File: src/rtl/pipe_pkg.sv
// Shared types and EX/MEM control-bundle layout for flow-controlled pipeline stages.
// Bubbles carry EXMEM_CTRL_SAFE so they can never write the register file or memory.
package pipe_pkg;

  typedef enum logic [1:0] {
    EMPTY = 2'd0,
    HALF  = 2'd1,
    FULL  = 2'd2
  } state_t;

  localparam int EXMEM_DATA_W = 160;
  localparam int EXMEM_CTRL_W = 13;

  // Field positions inside the 13-bit EX/MEM control bundle, MSB first.
  localparam int REGWRITE_BIT   = 12;
  localparam int MEMWRITE_BIT   = 11;
  localparam int RESULTSRC_LSB  = 8;
  localparam int LOADSRC_LSB    = 5;
  localparam int RD_LSB         = 0;

  typedef struct packed {
    logic       regwrite;
    logic       memwrite;
    logic [2:0] resultsrc;
    logic [2:0] loadsrc;
    logic [4:0] rd;
  } exmem_ctrl_t;

  localparam logic [EXMEM_CTRL_W-1:0] EXMEM_CTRL_SAFE = '0;

  function automatic logic ctrl_has_side_effect(input logic [EXMEM_CTRL_W-1:0] ctrl);
    return ctrl[REGWRITE_BIT] | ctrl[MEMWRITE_BIT];
  endfunction

endpackage

File: src/rtl/pipe_slot.sv
// One storage slot of the skid stage: data plus control, with load enable and a
// control-only clear used when the slot is vacated or flushed.
module pipe_slot
  import pipe_pkg::*;
#(
  parameter int                 DATA_W    = EXMEM_DATA_W,
  parameter int                 CTRL_W    = EXMEM_CTRL_W,
  parameter logic [CTRL_W-1:0]  CTRL_SAFE = '0
) (
  input  logic              clk,
  input  logic              rst,
  input  logic              load,
  input  logic              clear,
  input  logic [DATA_W-1:0] load_data,
  input  logic [CTRL_W-1:0] load_ctrl,
  output logic [DATA_W-1:0] data,
  output logic [CTRL_W-1:0] ctrl
);

  // Clear wins over load; data is left alone on clear since it is don't-care once empty.
  always_ff @(posedge clk) begin
    if (rst) begin
      data <= '0;
      ctrl <= CTRL_SAFE;
    end else if (clear) begin
      ctrl <= CTRL_SAFE;
    end else if (load) begin
      data <= load_data;
      ctrl <= load_ctrl;
    end
  end

endmodule

File: src/rtl/pipe_stage_skid.sv
// Flow-controlled pipeline stage register with a two-entry skid buffer, flush,
// bubble-safe control gating and a saturating downstream-stall counter.
module pipe_stage_skid
  import pipe_pkg::*;
#(
  parameter int                 DATA_W    = EXMEM_DATA_W,
  parameter int                 CTRL_W    = EXMEM_CTRL_W,
  parameter logic [CTRL_W-1:0]  CTRL_SAFE = '0,
  parameter int                 CNT_W     = 16
) (
  input  logic              clk,
  input  logic              rst,
  input  logic              flush,
  input  logic              in_valid,
  output logic              in_ready,
  input  logic [DATA_W-1:0] in_data,
  input  logic [CTRL_W-1:0] in_ctrl,
  output logic              out_valid,
  input  logic              out_ready,
  output logic [DATA_W-1:0] out_data,
  output logic [CTRL_W-1:0] out_ctrl,
  output logic [CNT_W-1:0]  stall_cnt
);

  state_t state;
  state_t state_next;

  logic in_fire;
  logic out_fire;

  logic main_load;
  logic main_clear;
  logic main_from_skid;
  logic skid_load;
  logic skid_clear;

  logic [DATA_W-1:0] main_data;
  logic [CTRL_W-1:0] main_ctrl;
  logic [DATA_W-1:0] skid_data;
  logic [CTRL_W-1:0] skid_ctrl;
  logic [DATA_W-1:0] main_load_data;
  logic [CTRL_W-1:0] main_load_ctrl;

  // in_ready depends only on registered state and rst, never on out_ready.
  assign in_ready  = (state != FULL) & ~rst;
  assign out_valid = (state != EMPTY);
  assign in_fire   = in_valid & in_ready;
  assign out_fire  = out_valid & out_ready;

  always_ff @(posedge clk) begin
    if (rst) begin
      state <= EMPTY;
    end else begin
      state <= state_next;
    end
  end

  always_comb begin
    state_next = state;
    if (flush) begin
      state_next = EMPTY;
    end else begin
      case (state)
        EMPTY: if (in_fire) state_next = HALF;
        HALF: begin
          if (in_fire && !out_fire)      state_next = FULL;
          else if (!in_fire && out_fire) state_next = EMPTY;
        end
        FULL:  if (out_fire) state_next = HALF;
        default: state_next = EMPTY;
      endcase
    end
  end

  // Slot steering; a flush vacates both slots and discards this cycle's in_fire.
  always_comb begin
    main_load      = 1'b0;
    main_clear     = 1'b0;
    main_from_skid = 1'b0;
    skid_load      = 1'b0;
    skid_clear     = 1'b0;
    if (flush) begin
      main_clear = 1'b1;
      skid_clear = 1'b1;
    end else begin
      case (state)
        EMPTY: main_load = in_fire;
        HALF: begin
          if (in_fire && out_fire) main_load  = 1'b1;
          else if (in_fire)        skid_load  = 1'b1;
          else if (out_fire)       main_clear = 1'b1;
        end
        FULL: begin
          if (out_fire) begin
            main_load      = 1'b1;
            main_from_skid = 1'b1;
            skid_clear     = 1'b1;
          end
        end
        default: begin
          main_clear = 1'b1;
          skid_clear = 1'b1;
        end
      endcase
    end
  end

  assign main_load_data = main_from_skid ? skid_data : in_data;
  assign main_load_ctrl = main_from_skid ? skid_ctrl : in_ctrl;

  pipe_slot #(
    .DATA_W    (DATA_W),
    .CTRL_W    (CTRL_W),
    .CTRL_SAFE (CTRL_SAFE)
  ) main_slot (
    .clk       (clk),
    .rst       (rst),
    .load      (main_load),
    .clear     (main_clear),
    .load_data (main_load_data),
    .load_ctrl (main_load_ctrl),
    .data      (main_data),
    .ctrl      (main_ctrl)
  );

  pipe_slot #(
    .DATA_W    (DATA_W),
    .CTRL_W    (CTRL_W),
    .CTRL_SAFE (CTRL_SAFE)
  ) skid_slot (
    .clk       (clk),
    .rst       (rst),
    .load      (skid_load),
    .clear     (skid_clear),
    .load_data (in_data),
    .load_ctrl (in_ctrl),
    .data      (skid_data),
    .ctrl      (skid_ctrl)
  );

  assign out_data = main_data;
  assign out_ctrl = out_valid ? main_ctrl : CTRL_SAFE;

  always_ff @(posedge clk) begin
    if (rst) begin
      stall_cnt <= '0;
    end else if (out_valid && !out_ready && !flush && (stall_cnt != {CNT_W{1'b1}})) begin
      stall_cnt <= stall_cnt + 1'b1;
    end
  end

endmodule

File: config.mk
export PLATFORM = sky130hd
export DESIGN_NAME = pipe_stage_skid
export DESIGN_NICKNAME = d
export VERILOG_FILES = /design/src/rtl/pipe_pkg.sv /design/src/rtl/pipe_slot.sv /design/src/rtl/pipe_stage_skid.sv
export SDC_FILE = /design/constraint.sdc
export NUM_CORES = 1
export LEC_CHECK = 0
export BUFFER_PORTS_ARGS = -buffer_cell sky130_fd_sc_hd__buf_2
export CORE_MARGIN = 2
export CORE_UTILIZATION = 25
export DETAILED_ROUTE_END_ITERATION = 10
export HOLD_SLACK_MARGIN = 0.15
export PLACE_DENSITY_LB_ADDON = 0.05
export SYNTH_ARGS = -nofsm -noshare
export SYNTH_HDL_FRONTEND = slang
export SYNTH_SLANG_ARGS = --single-unit
File: constraint.sdc
create_clock -name clk -period 3.7 [get_ports clk]
set_input_delay 0.555 -clock clk [delete_from_list [all_inputs] [get_ports clk]]
set_output_delay 0.555 -clock clk [all_outputs]
set_load 0.01 [all_outputs]
# Word level (Yosys, flattened, before mapping)
# Index checks and enable logic that the tools add are counted.
[word_totals]
ff_bits = 364
latch_bits = 0
ramBits = 0
mem_bits_ro = 0
in_bits = 178
out_inout_bits = 191
word_cells = 64
mem_count = 0
[op_classes]
n_addsub = 1
n_mul = 0
n_div = 0
order_cmp = 0
eq_ne = 7
shifts = 0
n_mux = 24
bitwise_logic = 6
reduce_logical = 20
[ops]
columns = ["operator", "n"]
rows = [
  ["$mux 160", 1],
  ["$mux 13", 2],
  ["$add 16x1->16 const B", 1],
  ["$ne 16x16->1 const B", 1],
  ["$mux 1", 13],
  ["$reduce_or 2->1", 5],
  ["$mux 2", 4],
  ["$logic_and 1x1->1", 6],
  ["$ne 2x2->1 const B", 3],
  ["$pmux 2 s3", 1],
  ["$logic_not 1->1", 4],
  ["$pmux 1 s2", 2],
  ["$reduce_and 2->1", 2],
  ["$and 1x1->1", 3],
  ["$ne 3x3->1 const B", 1],
  ["$not 1->1", 3],
  ["$pmux 1 s3", 1],
  ["$reduce_and 3->1", 1],
  ["$eq 2x1->1 const B", 1],
  ["$eq 2x2->1 const B", 1],
  ["$logic_not 2->1", 1],
  ["$reduce_bool 2->1", 1],
]

# Depth between registers and ports, before layout
# Gate-level depths: netlist of run 1.
[logic_depth]
word_depth = 9
ltp_mapped = 14
ltp_nobuf = 8

# Modules after synthesis
# Synthesis of run 1 repeated with hierarchy kept, for this count alone.
[unflattened]
hier_cells = 1883
area_unflattened_um2 = 19857.8
[modules_own_cells]
columns = ["module", "instances", "cells_per_inst", "area_each_um2", "seq_area_each_um2"]
rows = [
  ["pipe_slot", 2, 773, 8315.5, 3463.3],
  ["pipe_stage_skid", 1, 337, 3226.8, 360.3],
]

# Worst setup path before layout of run 1
# No wires, ideal clock.
[synth_path]
path_type = "in2reg"
startpoint = "in rst"
endpoint = "reg main_slot.data[100]"
setup_ns = 0.116
arrival_time_ns = 2.867
required_ns = 3.584
path_slack_ns = 0.717
cell_stages = 13
path_buffers = 6
cell_sequence = "buf_2 -> clkbuf_1 -> clkbuf_1 -> nor3b_1 -> inv_1 -> ha_1 -> o21ai_1 -> nor2b_1 -> buf_2 -> buf_2 -> buf_1 -> o211ai_1 -> o211a_1"
[synth_between]
elab_chain_len = 9
elab_cells_between_ends = 13
classes_between = "mux: 7; bitwise: 4; reduce/logical: 2"
[synth_lines]
columns = ["item", "line", "text"]
rows = [
  ["from (decl)", "pipe_stage_skid.sv:12", "input logic rst,"],
  ["$not 1->1", "pipe_stage_skid.sv:45", "assign in_ready = (state != FULL) & ~rst;"],
  ["$and 1x1->1", "pipe_stage_skid.sv:45", ""],
  ["$and 1x1->1", "pipe_stage_skid.sv:47", "assign in_fire = in_valid & in_ready;"],
  ["$mux 1 / $logic_and 1x1->1 (equally long branches)", "pipe_stage_skid.sv:90, pipe_stage_skid.sv:89", ""],
  ["$mux 1", "pipe_stage_skid.sv:89", "if (in_fire && out_fire) main_load = 1'b1;"],
  ["$pmux 1 s2", "pipe_stage_skid.sv:86", "case (state)"],
  ["$mux 1", "pipe_stage_skid.sv:82", "if (flush) begin"],
  ["$not 1->1 (no line)", "--", ""],
  ["$reduce_and 2->1 (no line)", "--", ""],
  ["to (signal assigned)", "pipe_slot.sv:28", "data <= load_data;"],
  ["to (decl)", "pipe_slot.sv:16", "output logic [DATA_W-1:0] data,"],
]
# Several ways; a longest one is shown, not always the timed one.
# A chain may end at the register's enable or synchronous reset.

# Worst setup path in the final report of run 1
[layout_path]
startpoint = "reg state[0]"
endpoint = "reg main_slot.data[96]"
[layout_between]
elab_chain_len = 9
elab_cells_between_ends = 23
classes_between = "eq/ne: 3; mux: 11; bitwise: 4; reduce/logical: 5"
[layout_lines]
columns = ["item", "line", "text"]
rows = [
  ["from (decl)", "pipe_stage_skid.sv:25", "state_t state;"],
  ["from (signal assigned)", "pipe_stage_skid.sv:54", "state <= state_next;"],
  ["$ne 2x2->1 / $reduce_bool 2->1 (equally long branches)", "pipe_stage_skid.sv:45, pipe_stage_skid.sv:46", ""],
  ["$and 1x1->1 (on tied branches)", "pipe_stage_skid.sv:45, pipe_stage_skid.sv:48", ""],
  ["$and 1x1->1 / $mux 1 (equally long branches)", "pipe_stage_skid.sv:47, pipe_stage_skid.sv:91, pipe_stage_skid.sv:94", ""],
  ["$mux 1 / $logic_and 1x1->1 (equally long branches)", "pipe_stage_skid.sv:90, pipe_stage_skid.sv:89", ""],
  ["$mux 1", "pipe_stage_skid.sv:89", ""],
  ["$pmux 1 s2", "pipe_stage_skid.sv:86", ""],
  ["$mux 1", "pipe_stage_skid.sv:82", ""],
  ["$not 1->1 (no line)", "--", ""],
  ["$reduce_and 2->1 (no line)", "--", ""],
]
# Several ways; a longest one is shown, not always the timed one.

==> impl_metrics.toml, run 1 <==
[power_and_ir_drop]
leakage_nw = 9.01
power_per_cell_area_mw_per_mm2 = 472
ir_drop_mv = 0.280

[sta]
rsz0062_at_grt = "no"
fin_crit_sh_pct = 80.8
period_needed_ps = 2990
setup_viol = 0
tightest_slew_ps = 1030
hold_viol = 0
fmaxAchievable_ghz = 0.334
setup_tns_ps = 0
report.final.slew_viol_count = 0
finClkSkew_ps = 17.4
maxSlewHeadroom_pct = 31.1

[route]
routed_wl_mm = 56.4
drtPass1Iterations = 6
post_drt_wl_per_cell_um = 19.1
drtAntennaViolNets = 0
drc = 0
drtIter0Drc = 575
routed_via_density = 4.63
vias = 13700

[placed_design]
numPortBuffers = 368
dp_cells = 2854
post-dp-hpwl_mm = 34.3
routabilityCongestion = 0.738

[clock_tree]
clkTransAtPathRegs_ps = 60
cts.sinks = 364
cts_setup_buffers = 0
clock_path_buffers = 3
cts_resized = 0
holdBufCountCts = 0
cts_buffers = 48
cts_tree = "yes"
cts_max_level = 2
cts-root-buf = "clkbuf_16"
clk-insertion-delay-late_ps = 580

[synthesis]
synth_commonest_cells = "473 x nand2_1, 364 x dfxtp_1, 183 x a21oi_1"
syn_area_per_cell_um2 = 8.97
syn_area_mm2 = 0.0159
yosysSeqAreaShare_pct = 45.7
yosysMostFrequentCell = "nand2_1"
synth_top_area_share_pct = 45.7
synth_nets = 1960
yosysUniqueCellTypes = 47
synth_area_leader_cell = "dfxtp_1"
ys_warn_count = 0
synthTopCellsByArea = "dfxtp_1 46%, nand2_1 11%, mux2i_1 10%, o211a_1 6.5%, a21oi_1 5.7%"
synth-main-ff-cell = "dfxtp_1"
ys_seq_elements = 364
synth_cells = 1777
synth-edff-count = 0
ys_async_sr_fraction_pct = 0

[cells_and_area]
drive_gt1_share_pct = 26.2
finalNetCount = 2241
finish.utilization_pct = 32.0
area_growth_pct = 26.8
layout.cells.non_filler = 2949

[setup_path]
required_ps = 4220
path_buf_inv = 2
max_stage_delay_ps = 570
worstPathArrival_ps = 3510
critPathTopFamily = "simple AND/OR/NAND/NOR gates"
critPathMaxFanout = 18
crit_slowest_cell = "dfxtp_1"
end_kind = "register"
critPathKind = "register to register"
start_kind = "register"
path_cells = "nor2b_1, nor3b_1, inv_1, ha_1, o21ai_1, nor2b_4, o21a_4, buf_4, o211a_1"

[die]
die_h_um = 257
dieArea_mm2 = 0.0658
ios = 369
rows = 92
core_mm2 = 0.0631
die_x_um = 257
start_util_pct = 25.3

[global_route]
grt_max_degree = 98
grt_remaining_overflow = 0
antenna_found_initial = 22
grt_first_pass_wirelength_mm = 85.9
grt_util_all_layers_pct = 16.6
grt_pass1_vias = 13600

[min_path]
hp-class = "primary input to register"

[run_status]
status = "finished clean"

[flow_run]
maxCapViolations = 0
## per-stage QoR
step                      setup WS (ps)  hold WS [ps]  power [W]  cell area, um^2
after detailed placement            680           444    0.00489            18600
after global routing                421           191    0.00998            20200
after global placement              665           438    0.00489            18600
final                               710           218    0.00954            20200
after CTS                           647           176    0.00976            20200
after floorplan                     717           433    0.00453            15900
## worst register-to-register path, cell delays in order (launching register included)
cell     delay (ps)
dfxtp_1         570
nor2b_1         140
nor3b_1         470
inv_1           110
ha_1            210
o21ai_1         170
nor2b_4         390
o21a_4          390
buf_4           320
o211a_1         170
## power by group
group          leakage (nW)  switching, W  internal (W)  total (W)
Combinational          5.26      0.000423      0.000295   0.000718
Sequential             2.95     0.0000547       0.00402    0.00407
Clock                 0.804       0.00184       0.00291    0.00476
Total                  9.01       0.00232       0.00722    0.00954
## cells by family after synthesis
family | Yosys count | share of synthesized area [%]
compound gates | 431 | 19.1
flops | 364 | 45.7
simple gates | 573 | 14.9
mux | 228 | 14.8
buf+inv | 176 | 5.09
fa+ha+maj | 5 | 0.392
## per-layer routing
metal	track usage, %	wire, um
met1	21.4	26000
met2	26.6	25700
met3	4.88	3430
met4	5.23	1160
met5	0	159
## state kept, by name, indices dropped and copies added (netlist names)
signal and flops:
skid_slot.data 160, state 2, stall_cnt 16, main_slot.data 160, main_slot.ctrl 13, skid_slot.ctrl 13
## final timing paths
path | end | cells after the start | from | slack [ps]
max | main_slot.data[96]$_SDFFE_PP0P_ | 9 | state[0]$_SDFFE_PP0P_ | 710
min | skid_slot.data[72]$_SDFFE_PP0P_ | 3 | in_data[72] | 220
max reg2reg | main_slot.data[96]$_SDFFE_PP0P_ | 9 | state[0]$_SDFFE_PP0P_ | 710
min reg2reg | skid_slot.data[158]$_SDFFE_PP0P_ | 2 | skid_slot.data[158]$_SDFFE_PP0P_ | 450
## placed cells by master, fill, tap and decap left out, drive strengths merged, types with 2 or more instances in the layout
cell	count
o211ai	103
nand3	6
diode	8
inv	6
nand2	473
o31ai	2
clkbuf	73
dfxtp	364
nor2	17
buf	401
and4	4
or4	2
mux2i	161
a211oi	28
mux2	67
nor4bb	2
a21oi	184
o21a	2
nor4	3
nor2b	23
and2	14
nand4	3
nor3	14
bufinv	3
o21ai	4
o211a	103
ha	5
and3	4
clkinv	11
or2	3
## cell type report
type                            count  area [um^2]
Tap cell                          846         1060
Multi-Input combinational cell   1237         7910
Timing Repair Buffer              401         2300
Sequential cell                   364         7290
Inverter                            6         27.5
Clock inverter                     14          156
Antenna cell                        8         20.0
Clock buffer                       73         1460
Fill cell                        6714        42900
No activity file was read; power rests on OpenSTA's default activity.
==> run 2: changes to the inputs <==
==> constraint.sdc (replaced) <==
create_clock -name clk -period 2.5 [get_ports clk]
set_input_delay 0.375 -clock clk [delete_from_list [all_inputs] [get_ports clk]]
set_output_delay 0.375 -clock clk [all_outputs]
set_load 0.01 [all_outputs]
==> run 2 against run 1 <==
Net effect:
- clock-buffer cell count decreased by 2
- clock skew decreased by 7.3 ps
- maximum frequency increased by 33%
- largest cell class unchanged
- sequential share of layout area decreased by 3.0 points
- total power increased by 44%
- combinational power increased by 81%
- sequential power increased by 48%
- die area unchanged
- critical endpoint is now main_slot.data[0]$_SDFFE_PP0P_
==> impl_metrics.toml, run 2 (synthesis gave the netlist of run 1 again) <==
[run_status]
status = "finished clean"

[route]
vias = 14400
post_drt_wl_per_cell_um = 18.4
drtPass1Iterations = 4
routed_via_density = 4.61
drc = 0
drtAntennaViolNets = 0
drtIter0Drc = 619
routed_wl_mm = 57.5

[sta]
setup_tns_ps = 0
fin_ws_ps = 255
fin_crit_sh_pct = 89.8
setup_viol = 0
report.final.slew_viol_count = 0
maxSlewHeadroom_pct = 45.8
finClkSkew_ps = 10.0
period_needed_ps = 2240
tightest_slew_ps = 813
fmaxAchievable_ghz = 0.446
hold_viol = 0
rsz0062_at_grt = "no"

[die]
start_util_pct = 25.3
core_mm2 = 0.0631
ios = 369
die_h_um = 257
rows = 92
dieArea_mm2 = 0.0658
die_x_um = 257

[setup_path]
end_kind = "register"
critPathKind = "register to register"
r2r-end = "main_slot.data[0]$_SDFFE_PP0P_"
worstPathArrival_ps = 2750
cp-endpoint = "main_slot.data[0]$_SDFFE_PP0P_"
critPathMaxFanout = 40
start_kind = "register"
r2r_start = "state[0]$_SDFFE_PP0P_"
ff2ff_setup_slack_ps = 260
crit_start = "state[0]$_SDFFE_PP0P_"
rr_worst_depth = 11
required_ps = 3010

[cells_and_area]
drive_gt1_share_pct = 24.5
final_common_cell = "nand2_1"
postLayoutCellArea_mm2 = 0.0220
top_regs = "main_slot.data: 160 flops, skid_slot.data: 160 flops, stall_cnt: 16 flops"
final_cell_mix = "473 x nand2_1, 367 x buf_2, 364 x dfxtp_1"
finalNetCount = 2437
layout.cells.non_filler = 3132
area_growth_pct = 38.3

[min_path]
hp-class = "primary input to register"
worstHoldStart = "out_ready"

[clock_tree]
clkTransAtPathRegs_ps = 60
cts.sinks = 364
clk-insertion-delay-late_ps = 570
cts_resized = 0
cts_max_level = 2
cts_buffers = 46
cts-root-buf = "clkbuf_16"
clock_path_buffers = 3
cts_tree = "yes"

[placed_design]
post-dp-hpwl_mm = 35.5
placed_cell_area_mm2 = 0.0189
dp_cells = 2878
numPortBuffers = 368
pre_cts_ws_ps = 91.2
routabilityCongestion = 0.732

[power_and_ir_drop]
ir_drop_mv = 0.406
leakage_nw = 9.80
finalPower_w = 0.0137
power_per_cell_area_mw_per_mm2 = 623

[flow_run]
maxCapViolations = 0

[global_route]
grt_remaining_overflow = 0
grt_pass1_vias = 14500
grt_util_all_layers_pct = 16.9
antenna_found_initial = 5
grt_max_degree = 128
grt_first_pass_wirelength_mm = 87.6
==> run 2: worst min-delay path by stage <==
stage | cells after the start | end
2_1_floorplan | 2 | skid_slot.data[103]$_SDFFE_PP0P_
3_3_place_gp | 2 | skid_slot.data[110]$_SDFFE_PP0P_
3_5_place_dp | 2 | skid_slot.data[130]$_SDFFE_PP0P_
4_1_cts | 4 | state[1]$_SDFFE_PP0P_
5_1_grt | 4 | state[1]$_SDFFE_PP0P_
6_report | 4 | state[1]$_SDFFE_PP0P_
==> run 2: metrics by stage <==
stage | hold WS, ps | utilization [%]
floorplan | 433 | -
global placement | 438 | 29.9
detailed placement | 443 | 29.9
CTS | 217 | 34.9
global route | 302 | 34.9
finish | 264 | 34.9
==> run 2: area by class of cell <==
class	instances	area [um^2]
Tap cell	846	1060
Inverter	6	27.5
Fill cell	6655	41000
Timing Repair Buffer	599	4340
Clock buffer	71	1360
Sequential cell	364	7290
Multi-Input combinational cell	1237	7910
Antenna cell	4	10.0
Clock inverter	5	53.8
==> run 2: what timing repair did <==
| action | 4_1_cts | 5_1_grt |
|---|---|---|
| hold endpoints to repair | 174 | 0 |
| setup endpoints to repair | 0 | 44 |
| hold buffers | 173 | 0 |
| setup buffers | 0 | 1 |
==> run 2: routing by layer <==
layer  global-route usage, %  vias up  share of wire (%)
li1                        -     7179                  -
met2                    28.0      340                 46
met1                    22.3     6838                 47
met5                       0        -              0.047
met4                    4.39        4                2.1
met3                    3.36       80                4.9
==> run 2: worst max-delay path, stage by stage (launching register included) <==
cell	delay, ps
dfxtp_1	400
nor2b_1	90
nor3b_2	160
buf_4	150
inv_1	40
ha_1	180
o21ai_1	160
nor2b_4	190
buf_12	160
o21a_4	190
buf_12	260
o211a_1	170
==> run 2: power breakdown <==
group | internal, W | switching [W]
clock | 0.00379 | 0.00261
sequential | 0.00594 | 0.0000895
combinational | 0.000635 | 0.000670
total | 0.0104 | 0.00337
